File: config.mk
export PLATFORM = sky130hd
export DESIGN_NAME = core_dataslot_reader_flat
export DESIGN_NICKNAME = d
export VERILOG_FILES = /design/src/rtl/core_dataslot_reader_pkg.sv /design/src/rtl/core_dataslot_read_if.sv /design/src/rtl/core_dataslot_reader_timeout_counter.sv /design/src/rtl/core_dataslot_reader.sv /design/src/flat_wrapper.sv
export SDC_FILE = /design/constraint.sdc
export NUM_CORES = 1
export LEC_CHECK = 0
export CAP_MARGIN = 20
export CORE_MARGIN = 8
export CORE_UTILIZATION = 49
export DETAILED_ROUTE_END_ITERATION = 8
export PLACE_DENSITY_LB_ADDON = 0.2
export SLEW_MARGIN = 20
export SYNTH_ARGS = -nofsm -noshare
export SYNTH_HDL_FRONTEND = slang
export SYNTH_HIERARCHICAL = 1
export SYNTH_SLANG_ARGS = --single-unit
File: constraint.sdc
create_clock -name clk -period 5.8 [get_ports clk]
set_input_delay 0.87 -clock clk [delete_from_list [all_inputs] [get_ports clk]]
set_output_delay 0.87 -clock clk [all_outputs]
set_load 0.01 [all_outputs]
File: src/rtl/core_dataslot_reader_pkg.sv
// Shared bridge types: dataslot read FSM states, host error codes, request parameters.
package bridge_pkg;

    typedef enum logic [2:0] {
        StIdle     = 3'd0,
        StRequest  = 3'd1,
        StWaitDone = 3'd2,
        StComplete = 3'd3,
        StRearm    = 3'd4
    } dataslot_rd_state_e;

    localparam logic [2:0] DATASLOT_ERR_NONE = 3'd0;

    typedef struct packed {
        logic [15:0] slot_id;
        logic [31:0] slot_offset;
        logic [31:0] bridge_addr;
        logic [31:0] length;
    } dataslot_param_t;

endpackage

File: src/rtl/core_dataslot_read_if.sv
// Level request from a core-side requester (e.g. hiscore loader) to the dataslot reader.
interface core_dataslot_read_if;
    import bridge_pkg::*;

    logic            valid;
    dataslot_param_t param;
    logic            done;

    modport master (output valid, output param, input done);
    modport slave  (input valid, input param, output done);
endinterface

File: src/rtl/core_dataslot_reader_timeout_counter.sv
// Loadable down-counter watchdog; expired is high while enabled and the count has run out.
module timeout_counter #(
    parameter int unsigned WIDTH = 32
) (
    input  logic             clk,
    input  logic             reset_n,
    input  logic             load,
    input  logic [WIDTH-1:0] load_value,
    input  logic             enable,
    output logic             expired
);
    logic [WIDTH-1:0] count_q;

    // Load takes priority; the count parks at zero instead of wrapping.
    always_ff @(posedge clk or negedge reset_n) begin
        if (!reset_n) begin
            count_q <= '0;
        end else if (load) begin
            count_q <= load_value;
        end else if (enable && (count_q != '0)) begin
            count_q <= count_q - WIDTH'(1);
        end
    end

    assign expired = enable && (count_q == '0);
endmodule

File: src/rtl/core_dataslot_reader.sv
// Turns a level dataslot-read request into the APF target dataslot read command handshake.
module core_dataslot_reader
    import bridge_pkg::*;
#(
    parameter logic [31:0] TIMEOUT_CYCLES     = 32'd74_250_000,
    parameter bit          ACK_TIMEOUT_ENABLE = 1'b1
) (
    input  logic                 clk,
    input  logic                 reset_n,
    core_dataslot_read_if.slave  core_dataslot_read,
    output logic                 target_dataslot_read,
    output logic [15:0]          target_dataslot_id,
    output logic [31:0]          target_dataslot_slotoffset,
    output logic [31:0]          target_dataslot_bridgeaddr,
    output logic [31:0]          target_dataslot_length,
    input  logic                 target_dataslot_ack,
    input  logic                 target_dataslot_done,
    input  logic [2:0]           target_dataslot_err,
    output logic                 read_error,
    output logic                 busy
);
    localparam bit WdOn = (TIMEOUT_CYCLES != 32'd0);

    dataslot_rd_state_e state_q, state_d;
    dataslot_param_t    param_q;
    logic               read_q, done_q, read_error_q, busy_q;
    logic               capture, err_set, err_clr;
    logic               wd_load, wd_enable, wd_expired_raw, wd_expired;

    timeout_counter #(
        .WIDTH (32)
    ) u_watchdog (
        .clk        (clk),
        .reset_n    (reset_n),
        .load       (wd_load),
        .load_value (TIMEOUT_CYCLES),
        .enable     (wd_enable),
        .expired    (wd_expired_raw)
    );

    assign wd_expired = WdOn && wd_expired_raw;

    // Next-state logic; a host done in the same cycle as expiry is honoured over the timeout.
    always_comb begin
        state_d   = state_q;
        capture   = 1'b0;
        err_set   = 1'b0;
        err_clr   = 1'b0;
        wd_load   = 1'b0;
        wd_enable = 1'b0;
        unique case (state_q)
            StIdle: begin
                if (core_dataslot_read.valid) begin
                    capture = 1'b1;
                    err_clr = 1'b1;
                    wd_load = 1'b1;
                    state_d = StRequest;
                end
            end
            StRequest: begin
                wd_enable = ACK_TIMEOUT_ENABLE;
                if (target_dataslot_ack && target_dataslot_done) begin
                    err_set = (target_dataslot_err != DATASLOT_ERR_NONE);
                    state_d = StComplete;
                end else if (target_dataslot_ack) begin
                    state_d = StWaitDone;
                end else if (wd_expired) begin
                    err_set = 1'b1;
                    state_d = StComplete;
                end
            end
            StWaitDone: begin
                wd_enable = 1'b1;
                if (target_dataslot_done) begin
                    err_set = (target_dataslot_err != DATASLOT_ERR_NONE);
                    state_d = StComplete;
                end else if (wd_expired) begin
                    err_set = 1'b1;
                    state_d = StComplete;
                end
            end
            StComplete: state_d = StRearm;
            StRearm: begin
                // Requester must drop valid before another command can start.
                if (!core_dataslot_read.valid) begin
                    state_d = StIdle;
                end
            end
            default: state_d = StIdle;
        endcase
    end

    // State and registered outputs, all derived from the next state.
    always_ff @(posedge clk or negedge reset_n) begin
        if (!reset_n) begin
            state_q      <= StIdle;
            read_q       <= 1'b0;
            done_q       <= 1'b0;
            busy_q       <= 1'b0;
            read_error_q <= 1'b0;
        end else begin
            state_q <= state_d;
            read_q  <= (state_d == StRequest);
            done_q  <= (state_d == StComplete);
            busy_q  <= (state_d != StIdle);
            if (err_clr) begin
                read_error_q <= 1'b0;
            end else if (err_set) begin
                read_error_q <= 1'b1;
            end
        end
    end

    // Parameters captured once per accepted request.
    always_ff @(posedge clk or negedge reset_n) begin
        if (!reset_n) begin
            param_q <= '0;
        end else if (capture) begin
            param_q <= core_dataslot_read.param;
        end
    end

    assign core_dataslot_read.done    = done_q;
    assign target_dataslot_read       = read_q;
    assign target_dataslot_id         = param_q.slot_id;
    assign target_dataslot_slotoffset = param_q.slot_offset;
    assign target_dataslot_bridgeaddr = param_q.bridge_addr;
    assign target_dataslot_length     = param_q.length;
    assign read_error                 = read_error_q;
    assign busy                       = busy_q;
endmodule

File: src/flat_wrapper.sv
// flat-port wrapper written by rule: the top's interface ports become plain ports
module core_dataslot_reader_flat import bridge_pkg::*;
#(
    parameter logic [31:0] TIMEOUT_CYCLES     = 32'd74_250_000,
    parameter bit          ACK_TIMEOUT_ENABLE = 1'b1
)
  (clk, reset_n, target_dataslot_read, target_dataslot_id, target_dataslot_slotoffset, target_dataslot_bridgeaddr, target_dataslot_length, target_dataslot_ack, target_dataslot_done, target_dataslot_err, read_error, busy, core_dataslot_read_valid, core_dataslot_read_param, core_dataslot_read_done);
  core_dataslot_read_if core_dataslot_read_i ();
  input  logic clk;
  input  logic reset_n;
  output logic target_dataslot_read;
  output logic [15:0] target_dataslot_id;
  output logic [31:0] target_dataslot_slotoffset;
  output logic [31:0] target_dataslot_bridgeaddr;
  output logic [31:0] target_dataslot_length;
  input  logic target_dataslot_ack;
  input  logic target_dataslot_done;
  input  logic [2:0] target_dataslot_err;
  output logic read_error;
  output logic busy;
  input wire logic [$bits(core_dataslot_read_i.valid)-1:0] core_dataslot_read_valid;
  input wire logic [$bits(core_dataslot_read_i.param)-1:0] core_dataslot_read_param;
  output wire logic [$bits(core_dataslot_read_i.done)-1:0] core_dataslot_read_done;
  assign core_dataslot_read_i.valid = core_dataslot_read_valid;
  assign core_dataslot_read_i.param = core_dataslot_read_param;
  assign core_dataslot_read_done = core_dataslot_read_i.done;
  core_dataslot_reader #(.TIMEOUT_CYCLES(TIMEOUT_CYCLES), .ACK_TIMEOUT_ENABLE(ACK_TIMEOUT_ENABLE)) u_core (.clk(clk), .reset_n(reset_n), .core_dataslot_read(core_dataslot_read_i), .target_dataslot_read(target_dataslot_read), .target_dataslot_id(target_dataslot_id), .target_dataslot_slotoffset(target_dataslot_slotoffset), .target_dataslot_bridgeaddr(target_dataslot_bridgeaddr), .target_dataslot_length(target_dataslot_length), .target_dataslot_ack(target_dataslot_ack), .target_dataslot_done(target_dataslot_done), .target_dataslot_err(target_dataslot_err), .read_error(read_error), .busy(busy));
endmodule
==> flow_metrics.py, run 1 <==
metrics = {
    "synth": {
        "ys_seq_elements": 151,
        "ys_seq_area_share_pct": 55.37,
        "synth.area.top_cells": "dfrtp_1 55%, nand2_1 16%, mux2_1 4.3%",
        "synth_top_area_share_pct": 55.37,
        "yosysTopAreaCell": "dfrtp_1",
        "synth-edff-count": 0,
        "ys_types": 67,
        "yosysWarnings": 6,
        "synth_flop_cell": "dfrtp_1",
        "synth.avg_cell_area_um2": 9.933,
        "synth_cells": 687,
        "syn_area_um2": 6824,
        "async_flop_share_pct": 100.0,
    },
    "floorplanning": {
        "dieWidth_um": 134.0,
        "boundaryPins": 236,
        "dieArea_um2": 17960,
        "coreArea_um2": 13720,
        "start_util_pct": 49.74,
        "row_count": 43,
        "die_h_um": 134.0,
    },
    "sta": {
        "tightestPinTransition_ps": 953.3,
        "hold_ws_ps": 472.6,
        "finalSetupViolCount": 0,
        "fin_crit_sh_pct": 59.76,
        "timing.setup.tns_ps": 0,
        "skew_ps": 5.174,
        "drv_slew": 0,
        "setup_ws_ps": 2334,
        "hold_viol_final": 0,
        "relSlewSlack_pct": 36.45,
        "rsz0062_at_grt": "no",
        "min_period_ps": 3466,
        "max_freq_ghz": 0.2885,
    },
    "setup_path": {
        "r2r.worst_path.cells": 4,
        "critical_path_class": "in -> reg",
        "cp_slowest_cell": "or4b_4",
        "path_cells": "clkdlybuf4s50_1 -> or4b_4 -> clkinv_4 -> buf_4 -> mux2_1",
        "end_kind": "register",
        "crit_path_start_kind": "input port",
        "slowest_delay_ps": 840,
        "worstPathRequired_ps": 6090,
        "r2r_end": "u_core/target_dataslot_slotoffset[23]",
        "cp.arrival_ps": 3760,
        "r2r-start": "u_core/state_q[2]",
        "cp_top_family": "buffers and inverters",
        "critPathMaxFanout": 88,
        "crit_buf_inv": 3,
        "ff2ff_setup_slack_ps": 2690,
    },
    "global_routing": {
        "grt-ovfl-total": 0,
        "antenna_found_initial": 0,
        "grtUsageTotal_pct": 22.02,
        "grt_pass1_vias": 5785,
        "grt_pass1_wl_um": 31330,
        "grt_max_degree": 113,
    },
    "placement": {
        "io_buffers": 235,
        "place.gp.congestion": 0.8078,
        "dp_hpwl_um": 14160,
        "dpl.cell_count": 1097,
        "pre_cts_ws_ps": 1909,
    },
    "final_layout": {
        "nFillCells": 976,
        "stdcell_count": 1128,
        "nets": 1057,
        "drive_above_1_share_pct": 6.435,
        "final_common_cell": "nand2_1",
        "seq_area_um2": 3779,
        "antennaDiodeCount": 0,
        "layout_common_cells": "284 x nand2_1, 234 x clkdlybuf4s50_1, 151 x dfrtp_1, 32 x conb_1, 26 x mux2_1",
        "area_growth_syn_to_layout_pct": 44.04,
        "multi_input_area_um2": 2815,
    },
    "min_path": {
        "holdPathEnd": "u_core/target_dataslot_bridgeaddr[3]",
        "hp-start": "u_core/target_dataslot_bridgeaddr[3]",
        "hold_class": "reg -> reg",
        "worstHoldPathCells": 2,
    },
    "route": {
        "drc": 0,
        "wl_per_cell_um": 17.56,
        "viasPerCell": 5.088,
        "vias": 5739,
        "wirelength_um": 19810,
        "drt-initial-drc-count": 423,
        "antenna_left": 0,
        "drt_first_pass_iters": 5,
    },
    "clocking": {
        "cts_resized": 0,
        "cts_tree": "done",
        "clock_sinks": 151,
        "insertion_delay_ps": 420,
        "clkTransAtPathRegs_ps": 60,
        "cts_buffer_depth": 2,
        "cts_buffers": 17,
        "htree_levels": 4,
        "cts-root-buf": "clkbuf_16",
        "ctsHoldBuffers": 0,
        "post_cts_buffers": 0,
    },
    "power": {
        "p_leak_nw": 4.428,
        "peakVddDrop_mv": 0.3718,
        "total_power_mw": 5.324,
        "power_density_nw_per_um2": 541.7,
    },
    "flow_run": {
        "cap_violations": 0,
    },
    "outcome": {
        "status": "finished, final reports clean",
    },
}
worst register-to-register path: stages, from the launching register on:
cell,delay [ps]
dfrtp_1,480
or4b_4,970
clkinv_4,580
buf_4,560
mux2_2,400
routing by layer:
| layer | vias up | routed length (µm) | GRT usage (%) | share of wire [%] |
|---|---|---|---|---|
| met2 | 234 | 9375 | 35.33 | 47 |
| met4 | 0 | 572 | 9.545 | 2.9 |
| met5 | - | 0 | 0 | 0 |
| met1 | 2729 | 8168 | 27.18 | 41 |
| li1 | 2743 | - | - | - |
| met3 | 33 | 1694 | 6.432 | 8.6 |
flip-flops by register name, indices dropped and copies added, names as in the netlist:
register                           count
u_core/state_q                         3
u_core/target_dataslot_slotoffset     32
u_core/busy                            1
u_core/target_dataslot_length         32
u_core/u_watchdog/count_q             32
u_core/target_dataslot_read            1
u_core/core_dataslot_read.done         1
u_core/target_dataslot_id             16
u_core/target_dataslot_bridgeaddr     32
u_core/read_error                      1
cells by family (layout without fill, tap and decap cells):
logic type	after synthesis	count (layout)	synth area share, %
other cells	2	32	0.1101
flops	151	151	55.37
mux	33	33	5.445
buf+inv	48	279	5.079
simple gates	370	370	24.62
fa+ha+maj	1	1	0.1833
xor+xnor	21	21	2.695
compound gates	61	61	6.491
how the worst max path moves through the flow:
stage                                   startpoint                               endpoint  slack, ps  cells after the start
after floorplan           core_dataslot_read_valid          u_core/u_watchdog/count_q[22]       3020                     10
after global placement    core_dataslot_read_valid  u_core/target_dataslot_slotoffset[23]       1960                      5
after detailed placement  core_dataslot_read_valid  u_core/target_dataslot_slotoffset[23]       1910                      5
after CTS                 core_dataslot_read_valid           u_core/target_dataslot_id[5]       2350                      5
after global routing      core_dataslot_read_valid           u_core/target_dataslot_id[4]       2100                      5
final                     core_dataslot_read_valid           u_core/target_dataslot_id[5]       2330                      5
cell usage after synthesis (4+ instances only):
master    number
nand2_1      284
mux2_1        26
nor4_1         5
buf_6         18
buf_2          4
xnor2_1        7
xor2_1        14
inv_1          9
dfrtp_1      151
or4_1          5
nor2b_1        4
nand3_1        6
o21ai_0       12
nor2_1        13
nor3_1        14
nand4_1        4
o211ai_1       6
o31ai_1        7
o21ai_1       12
clkbuf_1      14
area by class of cell:
cell class | count | share of cell area, %
clock buffers | 22 | 4.723
clock inverters | 9 | 1.273
inverters | 10 | 0.4328
multi-input cells | 518 | 28.64
flip-flops and latches | 151 | 38.44
well taps | 180 | 2.291
repair buffers | 238 | 24.20
power breakdown:
| group | internal (mW) | switching (mW) | leakage [nW] |
|---|---|---|---|
| clock network | 0.694 | 0.414 | 0.286 |
| logic | 1.16 | 1.13 | 2.30 |
| registers | 1.57 | 0.352 | 1.84 |
metrics by stage:
step / area (µm²) / utilization [%]
global placement: 9238 / 67.33
finish: 9829 / 71.65
CTS: 9827 / 71.63
global route: 9829 / 71.65
floorplan: 6937 / -
detailed placement: 9238 / 67.33
Power figures use the tool's default switching activity.
==> run 2: changes to the inputs <==
Settings changed: CORE_UTILIZATION 49 to 46.
Clock period 5.8 ns to 3.35 ns, I/O delays scaled along.
==> flow_metrics.py, run 2 (synthesized netlist as in run 1, its figures left out) <==
metrics = {
    "route": {
        "vias": 5547,
        "drc": 0,
        "viasPerCell": 4.874,
        "antenna_left": 0,
        "wirelength_um": 19130,
        "wl_per_cell_um": 16.81,
        "drt_first_pass_iters": 4,
        "drt-initial-drc-count": 351,
    },
    "floorplanning": {
        "row_count": 44,
        "coreArea_um2": 14530,
        "dieWidth_um": 137.8,
        "dieArea_um2": 18990,
        "boundaryPins": 236,
        "start_util_pct": 46.95,
        "die_h_um": 137.8,
    },
    "sta": {
        "fin_crit_sh_pct": 82.11,
        "skew_ps": 6.973,
        "tightestPinTransition_ps": 925.8,
        "hold_viol_final": 0,
        "relSlewSlack_pct": 38.28,
        "hold_ws_ps": 71.63,
        "drv_slew": 0,
        "rsz0062_at_grt": "no",
        "min_period_ps": 2751,
        "max_freq_ghz": 0.3635,
        "timing.setup.tns_ps": 0,
        "finalSetupViolCount": 0,
    },
    "setup_path": {
        "critical_path_class": "reg -> reg",
        "path_cells": "nor2b_1 -> o21ba_2 -> or3b_1 -> nor4_4 -> nand3_2 -> or4_1 -> a31oi_1",
        "crit_path_start_kind": "register",
        "cp_slowest_cell": "or3b_1",
        "worstPathRequired_ps": 3690,
        "cp.arrival_ps": 3090,
        "slowest_delay_ps": 500,
        "critPathMaxFanout": 9,
        "crit_buf_inv": 0,
        "end_kind": "register",
        "cp_top_family": "simple AND/OR/NAND/NOR gates",
    },
    "final_layout": {
        "multi_input_area_um2": 2815,
        "utilization_pct": 68.47,
        "layout_common_cells": "284 x nand2_1, 234 x clkdlybuf4s50_1, 151 x dfrtp_1, 32 x conb_1, 26 x mux2_1",
        "drive_above_1_share_pct": 7.135,
        "area_growth_syn_to_layout_pct": 45.84,
        "stdcell_count": 1138,
        "final_common_cell": "nand2_1",
        "nets": 1062,
        "nFillCells": 1149,
        "final_area_um2": 9952,
        "seq_area_um2": 3779,
    },
    "clocking": {
        "cts_buffer_depth": 2,
        "cts_resized": 0,
        "clkTransAtPathRegs_ps": 60,
        "htree_levels": 4,
        "insertion_delay_ps": 420,
        "cts_buffers": 17,
        "cts-root-buf": "clkbuf_16",
        "post_cts_buffers": 0,
        "cts_tree": "done",
        "ctsHoldBuffers": 0,
        "clock_sinks": 151,
    },
    "placement": {
        "dpl.cell_count": 1106,
        "place_area_um2": 9330,
        "io_buffers": 235,
        "dp_hpwl_um": 13950,
        "place.gp.congestion": 0.7947,
    },
    "global_routing": {
        "grt_pass1_vias": 5344,
        "grtUsageTotal_pct": 19.65,
        "grt_pass1_wl_um": 28730,
        "antenna_found_initial": 0,
        "grt-ovfl-total": 0,
        "grt_max_degree": 88,
    },
    "power": {
        "peakVddDrop_mv": 0.4837,
        "power_density_nw_per_um2": 932.5,
        "p_leak_nw": 4.479,
    },
    "flow_run": {
        "cap_violations": 0,
    },
    "min_path": {
        "hold_class": "in -> async",
    },
    "outcome": {
        "status": "finished, final reports clean",
    },
}
[run 2: where the power goes]
group | internal [mW] | leakage (nW) | switching (mW)
combinational | 2.05 | 2.34 | 1.94
sequential | 2.72 | 1.84 | 0.558
clock | 1.26 | 0.299 | 0.745
[run 2: worst paths after layout]
path,from,end,slack [ps],depth (start not counted)
max,u_core/state_q[1],u_core/u_watchdog/count_q[31],600,7
min,reset_n,u_core/target_dataslot_id[5],70,1
max reg2reg,u_core/state_q[1],u_core/u_watchdog/count_q[31],600,7
min reg2reg,u_core/target_dataslot_length[8],u_core/target_dataslot_length[8],470,2
max in group asynchronous,reset_n,u_core/u_watchdog/count_q[11],2490,2
min in group clk,u_core/target_dataslot_length[8],u_core/target_dataslot_length[8],470,2
[run 2: layout make-up]
type	count	area share, %
multi-input combinational	518	28.29
inverter	10	0.4275
clock buffer	19	4.451
sequential	151	37.97
antenna	1	0.02514
tap	184	2.313
clock inverter	12	1.773
timing repair buffer	243	24.75
[run 2: per-layer routing]
layer / GRT usage [%] / share of wire, % / up-vias
met1: 24.60 / 42 / 2607
met2: 32.32 / 50 / 173
met3: 5.069 / 7.1 / 10
met5: 0 / 0 / -
met4: 6.866 / 1.1 / 0
li1: - / - / 2757
[run 2: through the flow]
step,setup WS [ps],power (mW)
after floorplan,865.0,5.370
after global placement,702.8,7.240
after detailed placement,655.2,7.348
after CTS,620.7,9.391
after global routing,356.8,9.888
final,599.3,9.280
==> run 3: changes to the inputs <==
Clock period 3.35 ns to 2.55 ns, I/O delays scaled along.
==> flow_metrics.py, run 3 (synthesized netlist as in run 1, its figures left out) <==
metrics = {
    "clocking": {
        "cts-root-buf": "clkbuf_16",
        "clock_sinks": 151,
        "clkTransAtPathRegs_ps": 60,
        "insertion_delay_ps": 420,
        "cts_tree": "done",
        "cts_buffer_depth": 2,
        "cts_buffers": 17,
        "htree_levels": 4,
    },
    "final_layout": {
        "nets": 1082,
        "area_growth_syn_to_layout_pct": 48.46,
        "drive_above_1_share_pct": 9.035,
        "final_common_cell": "nand2_1",
        "layout_common_cells": "284 x nand2_1, 234 x clkdlybuf4s50_1, 151 x dfrtp_1, 32 x conb_1, 26 x mux2_1",
        "antennaDiodeCount": 0,
    },
    "setup_path": {
        "slowest_delay_ps": 580,
        "cp_top_family": "simple AND/OR/NAND/NOR gates",
        "crit_buf_inv": 0,
        "critical_path_class": "reg -> reg",
        "cp.arrival_ps": 2680,
        "critPathMaxFanout": 4,
        "path_cells": "or4_4 -> or3_4 -> nor3_2 -> or3b_2 -> a32oi_1 -> a311oi_1",
        "cp_slowest_cell": "or4_4",
        "end_kind": "register",
        "worstPathRequired_ps": 2870,
        "crit_path_start_kind": "register",
    },
    "sta": {
        "finalSetupViolCount": 0,
        "hold_ws_ps": 471.2,
        "relSlewSlack_pct": 39.19,
        "timing.setup.tns_ps": 0,
        "setup_ws_ps": 188.0,
        "max_freq_ghz": 0.4234,
        "min_period_ps": 2362,
        "tightestPinTransition_ps": 912.1,
        "rsz0062_at_grt": "no",
        "hold_viol_final": 0,
        "drv_slew": 0,
        "fin_crit_sh_pct": 92.63,
        "skew_ps": 7.366,
    },
    "global_routing": {
        "antenna_found_initial": 0,
        "grt-ovfl-total": 0,
        "grtUsageTotal_pct": 20.31,
        "grt_max_degree": 88,
        "grt_pass1_vias": 5486,
        "grt_pass1_wl_um": 29750,
    },
    "floorplanning": {
        "boundaryPins": 236,
        "start_util_pct": 46.95,
        "coreArea_um2": 14530,
        "dieWidth_um": 137.8,
        "dieArea_um2": 18990,
        "die_h_um": 137.8,
        "row_count": 44,
    },
    "power": {
        "p_leak_nw": 4.591,
        "power_density_nw_per_um2": 1221,
        "peakVddDrop_mv": 0.6118,
        "total_power_mw": 12.37,
    },
    "placement": {
        "place.gp.congestion": 0.7957,
        "dp_hpwl_um": 14190,
        "io_buffers": 235,
        "pre_cts_ws_ps": 63.92,
    },
    "route": {
        "antenna_left": 0,
        "viasPerCell": 4.941,
        "drt_first_pass_iters": 4,
        "vias": 5722,
        "drt-initial-drc-count": 384,
        "wl_per_cell_um": 16.94,
        "wirelength_um": 19620,
        "drc": 0,
    },
    "flow_run": {
        "cap_violations": 0,
    },
    "min_path": {
        "hold_class": "reg -> reg",
    },
    "outcome": {
        "status": "finished, final reports clean",
    },
}
## run 3: cell count changes in the layout (fill, tap and decap cells not counted)
cell | before | now
buf_4 | 4 | 22
buf_12 | 4 | 5
nor3_1 | 14 | 13
dlygate4sd3_1 | 0 | 1
clkbuf_1 | 1 | 2
clkbuf_8 | 1 | 2
clkinv_4 | 3 | 4
clkinvlp_4 | 2 | 0
nor3_2 | 1 | 2
diode_2 | 1 | 0
## run 3: worst paths after layout
check,startpoint,endpoint,slack [ps],cells after the start
min reg2reg,u_core/target_dataslot_length[16],u_core/target_dataslot_length[16],470,2
min,u_core/target_dataslot_length[16],u_core/target_dataslot_length[16],470,2
max,u_core/u_watchdog/count_q[10],u_core/target_dataslot_read,190,6
min in group asynchronous,reset_n,u_core/target_dataslot_id[9],500,2
max reg2reg,u_core/u_watchdog/count_q[10],u_core/target_dataslot_read,190,6
max in group asynchronous,reset_n,u_core/target_dataslot_bridgeaddr[13],1350,3
## run 3: worst reg2reg max path, stage by stage, from the launching register on
cell and delay (ps):
dfrtp_1 400, or4_4 580, or3_4 390, nor3_2 270, or3b_2 180, a32oi_1 170
a311oi_1 290
## run 3: per-stage QoR
| step | utilization (%) | instances | area [µm²] |
|---|---|---|---|
| 2_1_floorplan | - | 717 | 6937 |
| 3_3_place_gp | 65.26 | 1125 | 9485 |
| 3_5_place_dp | 65.26 | 1125 | 9485 |
| 4_1_cts | 69.67 | 1158 | 10130 |
| 5_1_grt | 69.71 | 1158 | 10130 |
| 6_report | 69.71 | 1158 | 10130 |
## run 3: cell type report
cell class | count | area [µm²]
multi-input cells | 518 | 2820
fillers | 1145 | 4403
well taps | 184 | 230.2
inverters | 10 | 42.54
clock buffers | 21 | 460.4
flip-flops and latches | 151 | 3779
clock inverters | 11 | 170.2
repair buffers | 263 | 2629
## run 3: layer usage
layer,part of all wire (%),GRT usage (%)
met5,0,0
met4,1.3,5.791
met3,8.4,6.492
met2,50,34.12
met1,41,24.53
## run 3: report_power, final
group | internal (mW) | switching, mW | total [mW]
combinational | 2.79 | 2.64 | 5.43
sequential | 3.58 | 0.701 | 4.28
clock | 1.69 | 0.977 | 2.67
total | 8.06 | 4.32 | 12.4
## run 3: what timing repair did
item                                    in CTS  in global routing
resized for setup                            0                  1
hold buffers                                 1                  0
hold endpoints to repair                    50                  0
buffers inserted                             0                  0
endpoints found under the setup margin       0                  1
